## src/rtl/debounce_scheduler_pkg.sv

```systemverilog
`default_nettype none
// +------------------------------------------------------------------+
// | debounce_scheduler_pkg : state encoding and parameter defaults   |
// | Rev 1.0                                                          |
// +------------------------------------------------------------------+
package debounce_scheduler_pkg;

  typedef enum logic {
    IDLE = 1'b0,
    SCAN = 1'b1
  } state_e;

  localparam int c_TICK_FLAG_DEFAULT  = 999_999;
  localparam int c_STABLE_CNT_DEFAULT = 4;

endpackage
`default_nettype wire

```

## src/rtl/pulse_generator.sv

```systemverilog
`default_nettype none
// +------------------------------------------------------------------+
// | pulse_generator : free-running 0..FLAG counter, one-cycle tick   |
// | Rev 1.0                                                          |
// +------------------------------------------------------------------+
module pulse_generator #(
  parameter int FLAG = 9
) (
  input  logic clk,
  input  logic reset,
  output logic tick
);

  localparam int CW = (FLAG < 1) ? 1 : $clog2(FLAG + 1);

  logic [CW-1:0] count_q;
  logic [CW-1:0] count_d;

  always_comb begin
    tick    = (count_q == CW'(FLAG));
    count_d = tick ? '0 : count_q + 1'b1;
  end

  always_ff @(posedge clk or posedge reset) begin
    if (reset) begin
      count_q <= '0;
    end else begin
      count_q <= count_d;
    end
  end

endmodule
`default_nettype wire

```

## src/rtl/debounce_scheduler.sv

```systemverilog
`default_nettype none
// +------------------------------------------------------------------+
// | debounce_scheduler : N-channel debouncer, one shared datapath    |
// | serviced round-robin once per timebase tick. Rev 1.0             |
// +------------------------------------------------------------------+
module debounce_scheduler
  import debounce_scheduler_pkg::*;
#(
  parameter int N          = 4,
  parameter int TICK_FLAG  = c_TICK_FLAG_DEFAULT,
  parameter int STABLE_CNT = c_STABLE_CNT_DEFAULT
) (
  input  logic         clk,
  input  logic         reset,
  input  logic [N-1:0] D_in,
  output logic [N-1:0] Q_out,
  output logic [N-1:0] press,
  // "release" is a reserved word, hence the suffix
  output logic [N-1:0] release_pulse,
  output logic         busy
);

  localparam int CW    = $clog2(STABLE_CNT + 1);
  localparam int IDX_W = $clog2(N);

  logic                   tick;
  state_e                 state_q, state_d;
  logic [IDX_W-1:0]       idx_q, idx_d;
  logic [N-1:0][CW-1:0]   cnt_q, cnt_d;
  logic [N-1:0]           q_q, q_d;
  logic [N-1:0]           press_q, press_d;
  logic [N-1:0]           rel_q, rel_d;
  logic [N-1:0]           sync1_q, d_s_q;
  logic [CW-1:0]          cur_cnt;
  logic                   cur_d;
  logic                   cur_q;

  pulse_generator #(
    .FLAG (TICK_FLAG)
  ) u_timebase (
    .clk   (clk),
    .reset (reset),
    .tick  (tick)
  );

  always_comb begin
    state_d = state_q;
    idx_d   = idx_q;
    cnt_d   = cnt_q;
    q_d     = q_q;
    press_d = '0;
    rel_d   = '0;
    cur_cnt = cnt_q[idx_q];
    cur_d   = d_s_q[idx_q];
    cur_q   = q_q[idx_q];

    case (state_q)
      IDLE: begin
        if (tick) begin
          state_d = SCAN;
          idx_d   = '0;
        end
      end
      SCAN: begin
        // Single shared compare/increment path, steered by idx
        if (cur_d == cur_q) begin
          cnt_d[idx_q] = '0;
        end else if (cur_cnt == CW'(STABLE_CNT - 1)) begin
          cnt_d[idx_q]   = '0;
          q_d[idx_q]     = cur_d;
          press_d[idx_q] = cur_d;
          rel_d[idx_q]   = ~cur_d;
        end else begin
          cnt_d[idx_q] = cur_cnt + 1'b1;
        end

        if (idx_q == IDX_W'(N - 1)) begin
          state_d = IDLE;
        end else begin
          idx_d = idx_q + 1'b1;
        end
      end
      default: state_d = IDLE;
    endcase
  end

  always_ff @(posedge clk or posedge reset) begin
    if (reset) begin
      state_q <= IDLE;
      idx_q   <= '0;
      cnt_q   <= '0;
      q_q     <= '0;
      press_q <= '0;
      rel_q   <= '0;
      sync1_q <= '0;
      d_s_q   <= '0;
    end else begin
      state_q <= state_d;
      idx_q   <= idx_d;
      cnt_q   <= cnt_d;
      q_q     <= q_d;
      press_q <= press_d;
      rel_q   <= rel_d;
      sync1_q <= D_in;
      d_s_q   <= sync1_q;
    end
  end

  assign Q_out         = q_q;
  assign press         = press_q;
  assign release_pulse = rel_q;
  assign busy          = (state_q == SCAN);

endmodule
`default_nettype wire

```

## config.mk

```make
export PLATFORM = sky130hd
export DESIGN_NAME = debounce_scheduler
export DESIGN_NICKNAME = d
export VERILOG_FILES = /design/src/rtl/debounce_scheduler_pkg.sv /design/src/rtl/pulse_generator.sv /design/src/rtl/debounce_scheduler.sv
export SDC_FILE = /design/constraint.sdc
export NUM_CORES = 1
export LEC_CHECK = 0
export BUFFER_PORTS_ARGS = -buffer_cell sky130_fd_sc_hd__buf_2
export CAP_MARGIN = 20
export CORE_MARGIN = 2
export CORE_UTILIZATION = 38
export CTS_CLUSTER_DIAMETER = 200
export CTS_CLUSTER_SIZE = 16
export DETAILED_ROUTE_END_ITERATION = 7
export SYNTH_ARGS = -nofsm -noshare
export SYNTH_HDL_FRONTEND = slang
export SYNTH_SLANG_ARGS = --single-unit
```

## constraint.sdc

```tcl
create_clock -name clk -period 5.35 [get_ports clk]
set_input_delay 0.8025 -clock clk [delete_from_list [all_inputs] [get_ports clk]]
set_output_delay 0.8025 -clock clk [all_outputs]
set_load 0.005 [all_outputs]
```

==> metrics.md <==
| Metric | Value |
|---|---|
| Commonest cells in the netlist | dfrtp_1, nand2_1, nor2_1 |
| Ports | 19 |
| Routed wire per std cell | 13.67 um |
| Ant. Diodes | 0 |
| Synth Area in Simple Gates | 0.1748 |
| Maximum VDD drop | 0.1060 mV |
| Via Count | 1651 |
| Number of flops mapped to enable cells by yosys | 0 |
| Register area | 1376 um^2 |
| Placed Cells incl. Taps | 309 |
| Synthesized instance count | 221 |
| Die Wd | 85.31 um |
| Max Used Layer | met4 |
| DRT met1 WL | 2.079 mm |
| Layout net count | 253 |
| Syn. warnings | 0 |
| Layout cell share with drive strength beyond 1 | 0.1590 |
| Leakage | 1.238 nW |
| Max Slew Vio Count | 0 |
| Initial antenna violation count | 0 |
| Req. time, crit path | 5550 ps |
| First-pass GRT wire length | 7.445 mm |
| Area growth from synthesis to layout | 9.960% |
| Total setup buffers inserted after CTS | 0 |
| CP max stage delay | 660 ps |
| Vias per inst | 5.225 |
| RSZ-0062 raised after global routing | no |
| Largest net degree at the start of global routing | 56 |
| Total Power | 694.8 uW |
| Avg Inst Size Synth | 11.37 um^2 |
| PwrDens | 251.5 nW/um^2 |
| Outcome | finished, final reports clean |
| Detailed-route wire length | 4.321 mm |
| Seq cells post-synth | 55 |
| Hold_ws | 348.3 ps |
| Buffers on Ports | 18 |
| Count of cell types in the netlist | 43 |
| Synth Flop Type | dfrtp_1 |
| Met2 wire len | 2.035 mm |
| Arr. time, crit path | 2870 ps |
| Synth top area cells | dfrtp_1, ha_1, xnor2_1, mux4_2, o21ai_0 |
| Worst path slowest cell | dfrtp_1 |
| Max Fclk | 373.9 MHz |
| Hold Crit Class | reg2reg |
| Clock Latency Late Sink | 300 ps |
| Syn nets | 235 |
| Most frequent cell after synthesis | dfrtp_1 |
| Critical path capture point type | register |
| Full die area | 7278 um^2 |
| Overall Global Routing Usage | 0.1281 |
| Area leader, netlist | dfrtp_1 |
| Grt total ovfl | 0 |
| Final worst setup slack | 2676 ps |
| Crit-path cells | mux4_2 -> inv_1 -> ha_1 -> nand2_1 -> or3_1 -> a32o_1 |
| Synth Area in XOR/XNOR | 0.05578 |
| Post-synthesis mux area share | 0.05727 |
| Starting density of the core | 0.3934 |
| Critical path type | reg2reg |
| Clock skew | 9.442 ps |
| Detailed-router iteration count before antenna repair | 4 |
| Drt first-iter violations | 77 |
| Drt drc | 0 |
| # rows | 29 |
| Final worst-path cycle share | 0.4999 |
| Placer Congestion | 0.7974 |
| CP startpoint kind | register |
| Mapped Area | 2512 um^2 |
| Combinational family with the most area after synthesis | simple AND/OR/NAND/NOR gates |
| Worst slew pin tran | 777.3 ps |
| Sequential share of the synthesized area | 0.5478 |
| Multi-input gate area | 1067 um^2 |
| # setup viols final | 0 |
| Vias in the first global route | 1597 |
| Core ar. | 6386 um^2 |
| Ys async rst share | 1.000 |
| Num CTS Buffers | 5 |
| Post-CTS Resized | 0 |
| Setup WS pre-CTS | 2693 ps |
| Clock buffer depth | 2 |
| Reg clk slew, reported paths | 90 ps |
| Crit-path max FO | 12 |
| Final hold violations | 0 |
| Post-route antenna net violation count | 0 |
| Post-DP HPWL | 2.967 mm |
| Adder-Cell Fraction of Synth Area | 0.03984 |
| Hold buffer count at CTS | 0 |
| Clock sinks | 55 |
| Compound-Gate Fraction of Synth Area | 0.09711 |
| DR WL met3 | 157 um |
| Die span in y | 85.31 um |
| Post-route insts no fill | 316 |
| CTS tree | built |
| Slew margin rel. | 0.4670 |
| H-tree lvl count | 2 |
| Fill count | 607 |
| Max_cap viols | 0 |
| Setup TNS | 0 ps |
| Min cycle time layout | 2674 ps |
| Area share of the largest cell type after synthesis | 0.5478 |
| Root Driver | clkbuf_8 |
-- cells by family (layout without fill, tap and decap cells) --
group,after synthesis,count (layout)
AND/OR/NAND/NOR,83,83
AO/OA/AOI/OAI,35,35
XOR/XNOR,16,16
adder cells (fa/ha/maj),8,8
flip-flops,55,55
multiplexers,10,10
buffers and inverters,14,32
-- sequential cells by signal (all words and copies together), names as in the netlist --
| signal | flops |
|---|---|
| u_timebase.count_q | 20 |
| Q_out | 4 |
| release_pulse | 4 |
| d_s_q | 4 |
| sync1_q | 4 |
| idx_q | 2 |
| press | 4 |
| busy | 1 |
| cnt_q | 12 |
-- where the power goes --
group,leakage [nW],switching (mW),internal [mW]
sequential,0.736,0.000631,0.418
combinational,0.451,0.0114,0.00289
clock,0.0513,0.124,0.137
total,1.24,0.136,0.559
-- per-stage QoR --
step | util | cell area [um^2]
3_5_place_dp | 0.4165 | 2660
5_1_grt | 0.4326 | 2763
4_1_cts | 0.4326 | 2763
6_report | 0.4326 | 2763
2_1_floorplan | - | 2512
3_3_place_gp | 0.4165 | 2660
-- cells in the final DEF, fill, tap and decap left out, drive strengths merged, types with 2 or more instances in the layout --
cell type  synthesis  final
dfrtp             55     55
buf                4     19
nand2             17     17
nor2              16     16
o21ai             13     13
nand3             11     11
xnor2             10     10
nor3               9      9
ha                 8      8
xor2               6      6
inv                6      6
clkbuf             3      6
mux2i              5      5
nand2b             5      5
a32o               4      4
a31o               4      4
a41oi              4      4
and2               4      4
or3                3      3
mux4               3      3
a21oi              3      3
and3               3      3
nand4              3      3
nor2b              3      3
or4b               2      2
o22ai              2      2
o211ai             2      2
mux2               2      2
-- worst paths after layout --
path	start	endpoint	slack, ps	cells after the start
min in group asynchronous	reset	idx_q[0]$_DFFE_PP0P_	670	3
min	sync1_q[2]$_DFF_PP0_	d_s_q[2]$_DFF_PP0_	350	0
max reg2reg	idx_q[0]$_DFFE_PP0P_	cnt_q[3]$_DFFE_PP0P_	2680	6
max in group asynchronous	reset	u_timebase.count_q[16]$_DFF_PP0_	4230	3
min reg2reg	sync1_q[2]$_DFF_PP0_	d_s_q[2]$_DFF_PP0_	350	0
max	idx_q[0]$_DFFE_PP0P_	cnt_q[3]$_DFFE_PP0P_	2680	6
-- per-layer routing --
metal,vias to the layer above,track usage
met5,-,0
met4,0,0.03463
met3,4,0.03210
met2,32,0.2152
met1,795,0.1649
li1,820,-
-- critical path: cells and delay by family (launching register included) --
family	cells	cell delay [ps]
fa+ha+maj	1	330
compound gates	1	310
simple gates	2	620
flops	1	660
buf+inv	1	90
mux	1	560
-- final cells by class --
type	count	share of cell area
sequential	55	0.4982
multi-input combinational	152	0.3863
timing repair buffer	19	0.03533
tap	77	0.03487
clock buffer	6	0.02627
clock inverter	1	0.01087
inverter	6	0.008152
No activity file was read; power rests on OpenSTA's default activity.
